**config.mk**
```make
export PLATFORM = sky130hd
export DESIGN_NAME = drain_collector
export DESIGN_NICKNAME = d
export VERILOG_FILES = /design/src/rtl/drain_collector.sv
export SDC_FILE = /design/constraint.sdc
export NUM_CORES = 1
export LEC_CHECK = 0
export ABC_AREA = 1
export ABC_CLOCK_PERIOD_IN_PS = 4420
export CAP_MARGIN = 10
export CORE_ASPECT_RATIO = 0.75
export CORE_MARGIN = 3
export CORE_UTILIZATION = 40
export CTS_CLUSTER_DIAMETER = 100
export DETAILED_ROUTE_END_ITERATION = 6
export HOLD_SLACK_MARGIN = 0.15
export PLACE_DENSITY = 0.54
export SLEW_MARGIN = 20
export SYNTH_ARGS = -nofsm -noshare
export SYNTH_HDL_FRONTEND = slang
export SYNTH_SLANG_ARGS = --single-unit
```
**constraint.sdc**
```tcl
create_clock -name clk_i -period 4.42 [get_ports clk_i]
set_clock_uncertainty 0.2 [all_clocks]
set_input_delay 0.442 -clock clk_i [delete_from_list [all_inputs] [get_ports clk_i]]
set_output_delay 0.442 -clock clk_i [all_outputs]
set_load 0.03 [all_outputs]
```
**src/rtl/drain_collector.sv**
```systemverilog
// ============================================================================
// drain_collector : drain-channel column sink, FIFO + valid/ready re-presenter
// Rev 1.0
// ============================================================================
`default_nettype none

package drain_collector_pkg;
  typedef struct packed {
    logic        enable;
    logic [15:0] data;
  } drain_data_t;
endpackage

module drain_collector
  import drain_collector_pkg::*;
#(
  parameter int DEPTH       = 8,
  parameter int NUM_RESULTS = 16
) (
  input  logic        clk_i,
  input  logic        rst_i,
  input  logic        start_i,
  input  drain_data_t ch_down_i,
  output drain_data_t out_data_o,
  output logic        out_valid_o,
  input  logic        out_ready_i,
  output logic        out_last_o,
  output logic        busy_o,
  output logic        done_o,
  output logic        overflow_o,
  output logic        stray_o
);

  localparam int AW = $clog2(DEPTH);
  localparam int CW = $clog2(NUM_RESULTS + 1);
  localparam int DW = $bits(drain_data_t);
  localparam logic [CW-1:0] LAST_IDX = CW'(NUM_RESULTS - 1);

  typedef enum logic [1:0] {
    IDLE    = 2'd0,
    COLLECT = 2'd1,
    FLUSH   = 2'd2,
    DONE    = 2'd3
  } state_t;

  state_t          state, state_nx;
  logic [CW-1:0]   count;
  logic [AW:0]     wr_ptr, rd_ptr;
  logic [AW:0]     occupancy;
  logic [DW:0]     mem [DEPTH];
  logic [DW:0]     head;

  logic empty, full, pop, push, drop;
  logic arrival, collecting, stray_hit, start_ok, final_arrival, drained;

  assign occupancy  = wr_ptr - rd_ptr;
  assign empty      = (wr_ptr == rd_ptr);
  assign full       = (wr_ptr[AW] != rd_ptr[AW]) && (wr_ptr[AW-1:0] == rd_ptr[AW-1:0]);

  assign arrival    = ch_down_i.enable;
  assign collecting = (state == COLLECT);
  assign pop        = !empty && out_ready_i;
  // A full FIFO still accepts the push when a pop frees a slot in the same cycle.
  assign push       = arrival && collecting && (!full || pop);
  assign drop       = arrival && collecting && full && !pop;
  assign stray_hit  = arrival && !collecting;
  assign start_ok   = start_i && (state == IDLE);
  assign final_arrival = arrival && collecting && (count == LAST_IDX);
  assign drained    = empty || ((occupancy == (AW+1)'(1)) && pop);

  always_ff @(posedge clk_i or negedge rst_i) begin
    if (!rst_i) state <= IDLE;
    else        state <= state_nx;
  end

  always_comb begin
    state_nx = state;
    case (state)
      IDLE:    if (start_ok)      state_nx = COLLECT;
      COLLECT: if (final_arrival) state_nx = FLUSH;
      FLUSH:   if (drained)       state_nx = DONE;
      DONE:                       state_nx = IDLE;
      default:                    state_nx = IDLE;
    endcase
  end

  always_ff @(posedge clk_i or negedge rst_i) begin
    if (!rst_i) begin
      count      <= '0;
      wr_ptr     <= '0;
      rd_ptr     <= '0;
      overflow_o <= 1'b0;
      stray_o    <= 1'b0;
    end else begin
      if (start_ok)
        count <= '0;
      else if (arrival && collecting)
        count <= count + CW'(1);

      if (push) wr_ptr <= wr_ptr + (AW+1)'(1);
      if (pop)  rd_ptr <= rd_ptr + (AW+1)'(1);

      if (start_ok)  overflow_o <= 1'b0;
      else if (drop) overflow_o <= 1'b1;

      // A stray in the same cycle as the arming start still counts.
      if (stray_hit)     stray_o <= 1'b1;
      else if (start_ok) stray_o <= 1'b0;
    end
  end

  always_ff @(posedge clk_i) begin
    if (push) mem[wr_ptr[AW-1:0]] <= {(count == LAST_IDX), ch_down_i};
  end

  assign head        = mem[rd_ptr[AW-1:0]];
  assign out_valid_o = !empty;
  assign out_data_o  = out_valid_o ? head[DW-1:0] : '0;
  assign out_last_o  = out_valid_o && head[DW];
  assign busy_o      = (state != IDLE);
  assign done_o      = (state == DONE);

endmodule

`default_nettype wire

```
==> results by stage, run 1 <==
Final layout:
- In the final design database the tool counted 625 nets.
- The layout has 1447 filler cells.
- The repair_antennas step left the layout with diodes totalling 0.
- Compared with the post-synthesis result, the final layout area differs by 17.1%.
- In the final layout, flip-flops and latches occupy 0.00475 mm^2.
- The library cell used most frequently in the layout, excluding fill and tap cells, is edfxtp_1.
- In the final layout, the multi-input gates occupy 0.00182 mm^2.
- In the final layout, the share of cells above drive strength 1 is 14.9%.
- In the layout the commonest cells are edfxtp_1 (144), nor2_1 (112), o21ai_0 (45).

Floorplan:
- The floorplan step defined a core boundary enclosing 0.0164 mm^2.
- Row generation in the floorplan step produced 40 rows.
- The die covers 0.0188 mm^2.
- The width of the die is 158 um.
- Once the floorplan was initialized, standard cells occupied 42.0% of the core.
- The die is 120 um tall.
- The top-level port count is 44.

CTS:
- The tree is rooted in a clkbuf_16.
- TritonCTS built the clock tree.
- The insertion delay of the later-clocked pin in the worst-skew pair is 0.42 ns.
- The quantity of hold-fixing buffers added after cts is 0.
- The number of cells upsized or downsized after cts is 0.
- The tree built by TritonCTS fans out to 161 sinks.
- The clock edge transition at the registers on the reported setup and hold paths is 0.06 ns.
- In this run the deepest clock path goes through 2 buffers.
- Once the clock tree was built, the setup fixing pass inserted 0 buffers.
- The number of CTS-inserted buffers is 17.
- The level count of the clock H-tree is 4.

Critical path:
- The worst path arrival time is 3.10 ns.
- Along the worst path, the maximum fanout reaches 37.
- STA classifies the critical path endpoint as a primary output.
- The sort of element at the start of the critical path is a flip-flop.
- The signal on the critical path passes through ha_1, nand2_1, nor2_8, nand2_4, o21ai_1, nor2_1, clkdlybuf4s50_1.
- Among all stages on the critical path, the largest delay is contributed by dfrtp_2.
- The largest single stage delay on the critical path is 0.85 ns.
- The critical path is of the flip-flop to primary output type.
- The critical path required time is 3.78 ns.

STA:
- After routing, the total negative slack on setup checks comes to 0 ns.
- The number of hold violations in the final report is 0.
- Derived from the worst setup path, the maximum achievable clock frequency is 0.267 GHz.
- The final critical path takes up 84.6% of the cycle.
- The slew at the pin with the worst max-slew slack is 0.855 ns.
- The final max-slew violation count is 0.
- The minimum hold slack is 0.273 ns.
- In this run the tightest slew margin relative to its limit is 42.8%.
- Setup repair after global routing left no endpoint under its margin.
- The shortest period the worst path allows is 3.74 ns.
- Setup violations remaining at the end of the flow were counted as 0.

Detailed routing:
- The count of nets left with antenna violations after detail routing is 0.
- The residual DRC count is 0.
- The detailed-route wire length per cell is 19.0 um.
- The number of iterations in the first detailed-routing pass is 4.
- The DRC marker count from the first detailed-route iteration is 266.
- Wires add up to 15400 um.
- The detailed router placed 4267 vias in this run.
- The vias per cell is 5.24.

GRT:
- The maximum number of pins on one net before global-route repair is 74.
- The wire length of the first global-routing pass is 24200 um.
- The via count of the first global-routing pass is 4225.
- The global-route usage over all layers is 17.3%.
- Global routing finished with a remaining overflow of 0.
- The initial antenna violation count is 0.

Placed design:
- The count of buffers inserted at the top-level ports is 43.
- The half-perimeter wire length after placement is 8490 um.
- The final weighted congestion in routability-driven placement is 0.736.

Synthesis:
- The area of the mapped netlist is 0.00689 mm^2.
- The number of nets produced by synthesis is 581.
- The total of flip-flops plus latches after synthesis is 161.
- Summing the sequential cell areas from Yosys gives 69.0% of the chip area.
- For this run, the number of Yosys warnings is 0.
- The cell count after synthesis came out at 547.
- The synthesized netlist contains 35 unique library cells.
- Dividing the synthesized area by the synthesized cell count gives 12.6 um^2.

Power and ir drop:
- The maximum vdd drop is 0.460 mV.
- The leakage dissipation is 2.82 nW.
- Power spread over the standard cell area amounts to 743 mW/mm^2.

Hold path:
- In this run the worst hold path is classified as flip-flop to flip-flop.

Run status:
- The run finished with clean final reports.

Job:
- Max-cap violations in this run came to 0.
[cell type report]
cell class	count	share of cell area (%)
clock buffers	18	5.32
clock inverters	14	2.33
inverters	24	1.27
multi-input cells	333	22.6
flip-flops and latches	161	58.9
well taps	210	3.26
repair buffers	54	6.36
[worst max-delay path: cells and delay by family (launching register included)]
| family | cells | cell delay (ns) |
|---|---|---|
| buf+inv | 1 | 0.68 |
| compound gates | 1 | 0.13 |
| flops | 1 | 0.85 |
| fa+ha+maj | 1 | 0.38 |
| simple gates | 4 | 0.64 |
[cell families (layout without fill, tap and decap cells)]
family                   Yosys count  in the layout  synth area share [%]
adder cells (fa/ha/maj)           13             13                  2.47
AND/OR/NAND/NOR                  175            175                  11.3
buffers and inverters             53            110                  4.81
flip-flops                       161            161                  69.0
XOR/XNOR                           4              4                 0.509
AO/OA/AOI/OAI                    141            141                  12.0
[state kept, by name, indices dropped and copies added, names as in the netlist]
name        flops
mem           144
count           5
rd_ptr          4
wr_ptr          4
state           2
overflow_o      1
stray_o         1
[routing by layer]
metal	GRT usage, %	part of all wire (%)
met1	23.5	48
met2	27.2	46
met3	5.16	4.7
met4	4.50	1.2
met5	0	0
[cells in the mapped netlist]
library cell	n	area (um^2)
nand2_2	5	31.3
clkbuf_1	4	15.0
buf_12	2	40.0
inv_2	3	11.3
nor2_1	118	443
a21boi_0	1	7.51
nor3_2	1	10.0
nor3_1	1	5.00
nand2_1	29	109
or2_1	1	6.26
inv_1	17	63.8
inv_6	1	8.76
dfrtp_1	17	425
nor2_2	2	12.5
nand3_1	9	45.0
o21ai_2	18	158
o21ai_0	45	225
nand3b_4	1	20.0
xor2_1	4	35.0
buf_4	7	52.6
nor2_8	1	20.0
fa_1	1	20.0
edfxtp_1	144	4320
nor2_4	1	11.3
or2_2	1	6.26
ha_1	12	150
o211ai_1	1	7.51
buf_2	10	50.1
buf_8	1	15.0
o22ai_1	37	231
buf_6	5	56.3
inv_4	3	18.8
o21ai_1	34	170
a21oi_1	5	25.0
nand2_4	5	56.3
[metrics by stage]
stage	cell area, um^2	total power, mW	std cells	worst slack (ns)	util [%]
after floorplan	6890	3.77	547	1.48	-
after global placement	7450	4.45	782	1.13	45.4
after global routing	8070	6.35	814	0.498	49.1
after detailed placement	7450	4.50	782	1.08	45.4
after CTS	8070	6.04	814	0.626	49.1
final	8070	5.99	814	0.681	49.1
[path summary, 6_finish.rpt]
kind                                             from               endpoint  slack [ns]  cells after the start
min in group asynchronous                       rst_i   count[0]$_DFFE_PN0P_        0.30                      1
max in group asynchronous                       rst_i  rd_ptr[0]$_DFFE_PN0P_        3.12                      1
worst max register to register  rd_ptr[0]$_DFFE_PN0P_    mem[4][2]$_DFFE_PP_        1.31                      9
worst min register to register   count[3]$_DFFE_PN0P_   count[3]$_DFFE_PN0P_        0.27                      1
worst min-delay path             count[3]$_DFFE_PN0P_   count[3]$_DFFE_PN0P_        0.27                      1
worst max-delay path            rd_ptr[0]$_DFFE_PN0P_         out_data_o[13]        0.68                      7
[power by group]
group | leakage [nW] | internal (mW) | total [mW] | switching (mW)
combinational | 1.03 | 0.881 | 2.52 | 1.64
sequential | 1.50 | 1.80 | 1.93 | 0.127
clock | 0.294 | 0.942 | 1.54 | 0.594
No activity file was read; power rests on OpenSTA's default activity.
==> run 2: changes to the inputs <==
--- a/config.mk
+++ b/config.mk
@@ -6,7 +6,7 @@
 export NUM_CORES = 1
 export LEC_CHECK = 0
 export ABC_AREA = 1
-export ABC_CLOCK_PERIOD_IN_PS = 4420
+export ABC_CLOCK_PERIOD_IN_PS = 3500
 export CAP_MARGIN = 10
 export CORE_ASPECT_RATIO = 0.75
 export CORE_MARGIN = 3
==> constraint.sdc (replaced) <==
create_clock -name clk_i -period 3.5 [get_ports clk_i]
set_clock_uncertainty 0.2 [all_clocks]
set_input_delay 0.35 -clock clk_i [delete_from_list [all_inputs] [get_ports clk_i]]
set_output_delay 0.35 -clock clk_i [all_outputs]
set_load 0.03 [all_outputs]
==> run 2 against run 1 <==
Effect of this change: clock-buffer cell count increased by 1; worst setup slack got worse by 0.053 ns; sequential power increased by 23%; non-clock buffer count increased by 3; critical path depth increased by 1; die area unchanged; first-iteration DRC count decreased by 18%; final cell count increased by 0.12%; total power increased by 21%; global-route usage decreased by 0.34 points; via count decreased by 0.77%; hold slack got worse by 0.045 ns; critical path type unchanged.
==> results by stage, run 2 (same netlist as run 1, synthesis figures left out) <==
Run status:
- Result of the run: finished, final reports clean (unchanged).

GRT:
- The sum of overflow across all layers after global routing is 0 (unchanged).
- The global-route usage over all layers is 16.9% (was 17.3%).
- The maximum number of pins on one net before global-route repair came to 75 (was 74).
- The wire length of the first global-routing pass is 23800 um (was 24200 um).
- The initial antenna violation count is 0 (unchanged).
- The via count of the first global-routing pass is 4315 (was 4225).

Floorplan:
- The die outline area is 0.0188 mm^2 (unchanged).
- The starting utilization of the core area came to 42.0% (unchanged).
- The top-level port count is 44 (unchanged).
- The width of the die was 158 um (unchanged).
- The total core area is 0.0164 mm^2 (unchanged).
- The row count is 40 (unchanged).
- The die outline height was 120 um (unchanged).

Placed design:
- The half-perimeter wire length after placement is 8730 um (was 8490 um).
- The count of buffers inserted at the top-level ports is 43 (unchanged).
- The final weighted congestion in routability-driven placement is 0.739 (was 0.736).
- The post-place instance area was 0.00745 mm^2 (unchanged).
- The number of cells after detailed placement is 785 (was 782).
- The placement-stage worst setup slack is 0.902 ns (was 1.08 ns).

CTS:
- The quantity of hold-fixing buffers added after cts was 0 (unchanged).
- The number of setup buffers added after CTS is 0 (unchanged).
- The insertion delay of the later-clocked pin in the worst-skew pair is 0.42 ns (about the same).
- The maximum buffer depth of the clock tree is 2 (unchanged).
- The number of cells upsized or downsized after cts is 0 (unchanged).
- The CTS tree is yes (unchanged).
- The number of CTS-inserted buffers is 17 (unchanged).
- The TritonCTS sink count is 161 (unchanged).
- The clock edge transition at the registers on the reported setup and hold paths is 0.06 ns (about the same).
- The cell at the root of the clock tree is clkbuf_16 (unchanged).
- The level count of the clock H-tree is 4 (unchanged).

Critical path:
- The kind of end point of the critical path is a primary output (unchanged).
- The register-to-register setup slack is 1.12 ns (was 1.31 ns).
- The worst reg2reg path depth came to 11 (was 9).
- The capture instance of the worst register-to-register path is state[1]$_DFFE_PN0P_ (was mem[4][2]$_DFFE_PP_).
- The start-to-end type of the worst setup path is flip-flop to primary output (unchanged).
- The worst path arrival time is 2.32 ns (was 3.10 ns).
- The launch instance of the worst register-to-register path is rd_ptr[1]$_DFFE_PN0P_ (was rd_ptr[0]$_DFFE_PN0P_).
- The sort of element at the start of the critical path is a flip-flop (unchanged).
- The largest fanout of any net on the critical path is 22 (was 37).
- The critical path required time came to 2.95 ns (was 3.78 ns).

Final layout:
- The number of nets in the layout was 628 (was 625).
- The share of post-route cells with drive strength above 1 is 17.4% (was 14.9%).
- The flip-flop count of the largest register after layout came to 144 (unchanged).
- The most common library cell in the layout ignoring fill and taps is edfxtp_1 (unchanged).
- The register area is 0.00475 mm^2 (unchanged).
- The multi-input logic area is 0.00182 mm^2 (unchanged).
- The number of antenna cells inserted is 0 (unchanged).
- Highest-count cells in the layout ignoring fill and taps: edfxtp_1 (144), nor2_1 (112), o21ai_0 (45) (unchanged).
- The filler-free cell count of the finished design was 815 (was 814).
- The area of all placed cells without fillers is 0.00796 mm^2 (was 0.00807 mm^2).
- The post-synthesis to final-layout area growth is 15.5% (was 17.1%).
- The final-layout fill cell count is 1477 (was 1447).

Detailed routing:
- The count of nets left with antenna violations after detail routing is 0 (unchanged).
- The number of iterations in the first detailed-routing pass is 4 (unchanged).
- The DRC marker count from the first detailed-route iteration was 218 (was 266).
- The residual DRC count is 0 (unchanged).
- The vias after detailed routing is 4234 (was 4267).
- The total wirelength of the detailed-routed design is 14900 um (was 15400 um).
- The detailed-route wire length per cell is 18.3 um (was 19.0 um).
- The vias per cell is 5.20 (was 5.24).

Power and ir drop:
- The sequential share of power is 33.0% (was 32.2%).
- The leakage dissipation came to 2.82 nW (about the same).
- The share of power burned in the clock network is 22.5% (was 25.7%).
- The portion of total power attributed to combinational logic is 44.5% (was 42.2%).
- The power dissipated by switching net loads is 2.92 mW (was 2.36 mW).
- The maximum vdd drop is 0.744 mV (was 0.460 mV).
- The total internal power is 4.30 mW (was 3.63 mW).
- The power per standard cell area came to 907 mW/mm^2 (was 743 mW/mm^2).
- The switching power share of the total is 40.4% (was 39.5%).

STA:
- The minimum hold slack is 0.228 ns (was 0.273 ns).
- The final number of setup-violating endpoints was 0 (unchanged).
- The setup total negative slack is 0 ns (unchanged).
- The slew at the pin with the worst max-slew slack is 0.871 ns (was 0.855 ns).
- The fraction of the cycle the final worst path needs is 82.1%.
- Setup repair after global routing missed its margin: false (unchanged).
- The number of hold violations in the final report is 0 (unchanged).
- The relative slew slack is 41.7% (was 42.8%).
- The maximum achievable frequency is 0.348 GHz.
- The minimum setup slack in the final design is 0.628 ns (was 0.681 ns).
- The final max-slew violation count is 0 (unchanged).
- The smallest clock period supported by the final layout is computed as 2.87 ns.

Hold path:
- The path class of the lowest-slack min-delay path is input pin to async pin (was flip-flop to flip-flop).

Job:
- The max-cap check violation count was 0 (unchanged).
## run 2: cell count changes in the layout (fill, tap and decap cells not counted), moves of 2 or more
cell,change
clkinv_1,+4
bufinv_16,-3
buf_4,+20
clkinvlp_4,-3
clkinv_4,-2
clkinv_2,+2
clkdlybuf4s50_1,-19
buf_12,+2
## run 2: final cells by class
cell class | instances | area share (%)
Clock buffer | 19 | 5.44
Clock inverter | 11 | 0.928
Inverter | 24 | 1.29
Multi-Input combinational cell | 333 | 22.9
Sequential cell | 161 | 59.7
Tap cell | 210 | 3.30
Timing Repair Buffer | 57 | 6.45
## run 2: power groups by stage
stage	Clock [mW]	Sequential, mW	Combinational, mW
CTS	1.66	2.38	3.27
finish	1.62	2.38	3.21
detailed placement	0	2.42	3.25
global placement	0	2.42	3.20
floorplan	0	2.40	2.36
global route	1.75	2.40	3.57
## run 2: routing by layer
layer,global-route usage (%),up-vias,wire (um),share of wire (%)
li1,-,2052,-,-
met1,24.0,2059,6940,46
met2,25.8,110,6810,46
met3,3.97,13,1020,6.9
met4,5.69,0,165,1.1
met5,0,-,0,0
## run 2: critical path: stages (launching register included)
cell and delay [ns]:
dfrtp_1 0.43, inv_1 0.12, ha_1 0.32, nand2_1 0.17, nor2_8 0.06, nand2_4 0.25, o21ai_1 0.14, nor2_1 0.24
buf_12 0.16
## run 2: metrics by stage
step,total power [mW],util [%]
floorplan,4.76,-
global placement,5.61,45.4
detailed placement,5.67,45.4
CTS,7.31,48.5
global route,7.72,48.5
finish,7.22,48.5
## run 2: worst max-delay path by stage
stage	from	endpoint	cells past startpoint
3_5_place_dp	ch_down_i[16]	mem[7][9]$_DFFE_PP_	5
5_1_grt	wr_ptr[0]$_DFFE_PN0P_	out_data_o[11]	8
4_1_cts	wr_ptr[0]$_DFFE_PN0P_	out_data_o[11]	8
6_report	wr_ptr[0]$_DFFE_PN0P_	out_data_o[11]	8
2_1_floorplan	rd_ptr[1]$_DFFE_PN0P_	mem[0][0]$_DFFE_PP_	12
3_3_place_gp	ch_down_i[16]	mem[3][9]$_DFFE_PP_	8
==> run 3: changes to the inputs <==
--- a/config.mk
+++ b/config.mk
@@ -6,7 +6,7 @@
 export NUM_CORES = 1
 export LEC_CHECK = 0
 export ABC_AREA = 1
-export ABC_CLOCK_PERIOD_IN_PS = 3500
+export ABC_CLOCK_PERIOD_IN_PS = 2800
 export CAP_MARGIN = 10
 export CORE_ASPECT_RATIO = 0.75
 export CORE_MARGIN = 3
==> constraint.sdc (replaced) <==
create_clock -name clk_i -period 2.8 [get_ports clk_i]
set_clock_uncertainty 0.2 [all_clocks]
set_input_delay 0.28 -clock clk_i [delete_from_list [all_inputs] [get_ports clk_i]]
set_output_delay 0.28 -clock clk_i [all_outputs]
set_load 0.03 [all_outputs]
==> run 3 against run 2 <==
Effect of this change: via count rose by 2.0%; core utilization is 0.77 points higher; die area is the same; sequential share of layout area shrank 0.93 points; non-clock buffer count up 8; sequential cell count did not move; global-route usage is essentially flat; sequential power increased by 25%; combinational power up 27%; clock-buffer cell count decreased by 1; largest cell class unchanged; largest power group unchanged.
==> results by stage, run 3 (same netlist as run 1, synthesis figures left out) <==
Power and ir drop:
- The sequential share of power was 32.4% (was 33.0%).
- The share of power burned in the clock network is 22.9% (was 22.5%).
- The power per standard cell area came to 1130 mW/mm^2 (was 907 mW/mm^2).
- The overall power came to 9.15 mW (was 7.22 mW).
- The maximum vdd drop is 0.991 mV (was 0.744 mV).
- The portion of total power attributed to combinational logic is 44.6% (was 44.5%).
- The switching power share of the total is 41.3% (was 40.4%).
- The total internal power is 5.37 mW (was 4.30 mW).
- The leakage dissipation came to 2.87 nW (was 2.82 nW).
- The power dissipated by switching net loads was 3.78 mW (was 2.92 mW).

Critical path:
- The launch instance of the worst register-to-register path is wr_ptr[0]$_DFFE_PN0P_ (was rd_ptr[1]$_DFFE_PN0P_).
- The worst path arrival time came to 2.16 ns (was 2.32 ns).
- The critical path startpoint was rd_ptr[0]$_DFFE_PN0P_ (was wr_ptr[0]$_DFFE_PN0P_).
- The kind of end point of the critical path is a primary output (unchanged).
- The sort of element at the start of the critical path is a flip-flop (unchanged).
- The largest fanout of any net on the critical path came to 73 (was 22).
- The start-to-end type of the worst setup path is flip-flop to primary output (unchanged).
- The critical path required time is 2.32 ns (was 2.95 ns).

Final layout:
- The most common library cell in the layout ignoring fill and taps is edfxtp_1 (unchanged).
- The post-synthesis to final-layout area growth is 17.4% (was 15.5%).
- The number of antenna cells inserted is 0 (unchanged).
- The number of nets in the layout was 636 (was 628).
- The flip-flop count of the largest register after layout came to 144 (unchanged).
- The final-layout fill cell count is 1416 (was 1477).
- The core utilization of the finished layout came to 49.2% (was 48.5%).
- Highest-count cells in the layout ignoring fill and taps: edfxtp_1 (144), nor2_1 (111), o21ai_0 (45) (was edfxtp_1 (144), nor2_1 (112), o21ai_0 (45)).
- The share of post-route cells with drive strength above 1 is 19.8% (was 17.4%).

Placed design:
- The placement-stage worst setup slack is 0.395 ns (was 0.902 ns).
- The final weighted congestion in routability-driven placement is 0.843 (was 0.739).
- The count of buffers inserted at the top-level ports is 43 (unchanged).
- The half-perimeter wire length after placement is 8970 um (was 8730 um).

GRT:
- The initial antenna violation count is 0 (unchanged).
- The global-route usage over all layers is 17.0% (was 16.9%).
- The maximum number of pins on one net before global-route repair is 74 (was 75).
- The sum of overflow across all layers after global routing came to 0 (unchanged).
- The wire length of the first global-routing pass is 23800 um (about the same).
- The via count of the first global-routing pass is 4193 (was 4315).

STA:
- The number of hold violations in the final report is 0 (unchanged).
- Setup repair after global routing missed its margin: true (was false).
- The maximum achievable frequency is 0.378 GHz.
- The minimum hold slack came to 0.141 ns (was 0.228 ns).
- The shortest period the worst path allows is 2.64 ns.
- The slew at the pin with the worst max-slew slack is 0.837 ns (was 0.871 ns).
- The minimum setup slack in the final design is 0.155 ns (was 0.628 ns).
- The relative slew slack is 44.0% (was 41.7%).
- The final number of setup-violating endpoints is 0 (unchanged).
- The fraction of the cycle the final worst path needs is 94.4%.
- The final max-slew violation count is 0 (unchanged).

Run status:
- Result of the run: finished, final reports clean (unchanged).

CTS:
- The maximum buffer depth of the clock tree came to 2 (unchanged).
- The level count of the clock H-tree is 4 (unchanged).
- The insertion delay of the later-clocked pin in the worst-skew pair is 0.42 ns (about the same).
- The number of CTS-inserted buffers came to 17 (unchanged).
- The CTS tree is yes (unchanged).
- The clock edge transition at the registers on the reported setup and hold paths was 0.06 ns (about the same).
- The TritonCTS sink count is 161 (unchanged).
- The cell at the root of the clock tree is clkbuf_16 (unchanged).
- The number of setup buffers added after CTS is 0 (unchanged).

Detailed routing:
- The total wirelength of the detailed-routed design is 15300 um (was 14900 um).
- The met3 wirelength from detailed routing was 841 um (was 1020 um).
- The detailed-route wire length on metal 1 came to 7430 um (was 6940 um).
- The DRC marker count from the first detailed-route iteration came to 313 (was 218).
- The top layer reached by signal wires is met4 (unchanged).
- The met2 wire length was 6860 um (was 6810 um).
- The vias after detailed routing came to 4317 (was 4234).
- The count of nets left with antenna violations after detail routing is 0 (unchanged).
- The vias per cell is 5.23 (was 5.20).
- The residual DRC count is 0 (unchanged).
- The number of iterations in the first detailed-routing pass is 4 (unchanged).
- The detailed-route wire length per cell is 18.6 um (was 18.3 um).

Floorplan:
- The top-level port count is 44 (unchanged).
- The die outline height is 120 um (unchanged).
- The width of the die came to 158 um (unchanged).
- The row count came to 40 (unchanged).
- The starting utilization of the core area was 42.0% (unchanged).
- The die outline area came to 0.0188 mm^2 (unchanged).
- The total core area was 0.0164 mm^2 (unchanged).

Hold path:
- The path class of the lowest-slack min-delay path is input pin to async pin (unchanged).

Job:
- The max-cap check violation count is 0 (unchanged).
==> run 3: cell type report <==
cell class                      count  area [um^2]  share of cell area (%)
Timing Repair Buffer               65          589                    7.29
Tap cell                          210          263                    3.25
Inverter                           24          111                    1.38
Multi-Input combinational cell    333         1830                    22.7
Clock buffer                       18          429                    5.31
Sequential cell                   161         4750                    58.8
Clock inverter                     14          108                    1.33
==> run 3: critical path: stages, from the launching register on <==
cell and delay [ns]:
dfrtp_2 0.43, bufinv_8 0.52, nor2_1 0.09, o22ai_1 0.26
o21ai_1 0.09, nor2_1 0.13, buf_4 0.18
==> run 3: per-stage QoR <==
stage	std cells	instance area [um^2]	setup TNS (ns)
CTS	825	8060	0
detailed placement	793	7520	0
global placement	793	7520	0
global route	825	8080	-0.0144
floorplan	547	6890	-16.32
finish	825	8080	0
==> run 3: per-layer routing <==
metal | global-route usage (%) | up-vias
li1 | - | 2073
met2 | 24.4 | 109
met3 | 5.26 | 17
met4 | 5.37 | 0
met5 | 0 | -
met1 | 24.6 | 2118
==> run 3: final timing paths <==
kind | end | slack, ns | depth (start not counted)
min in group clk_i | count[3]$_DFFE_PN0P_ | 0.26 | 1
hold reg to reg | count[3]$_DFFE_PN0P_ | 0.26 | 1
setup reg to reg | mem[0][3]$_DFFE_PP_ | 0.43 | 10
setup / recovery | out_data_o[12] | 0.16 | 6
max in group asynchronous | rd_ptr[0]$_DFFE_PN0P_ | 1.69 | 1
hold / removal | count[2]$_DFFE_PN0P_ | 0.14 | 1
==> run 3: power by group through the flow <==
stage               Clock [mW]  Sequential (mW)  Combinational, mW
floorplan                    0             3.01               2.95
global placement             0             3.01               4.04
detailed placement           0             3.02               4.05
CTS                       2.15             2.97               4.07
global route              2.26             2.99               4.47
finish                    2.10             2.97               4.08
==> run 3: timing repair <==
item	4_1_cts	5_1_grt
setup endpoints to repair	0	17
gates resized for setup	0	4
hold buffers	0	0
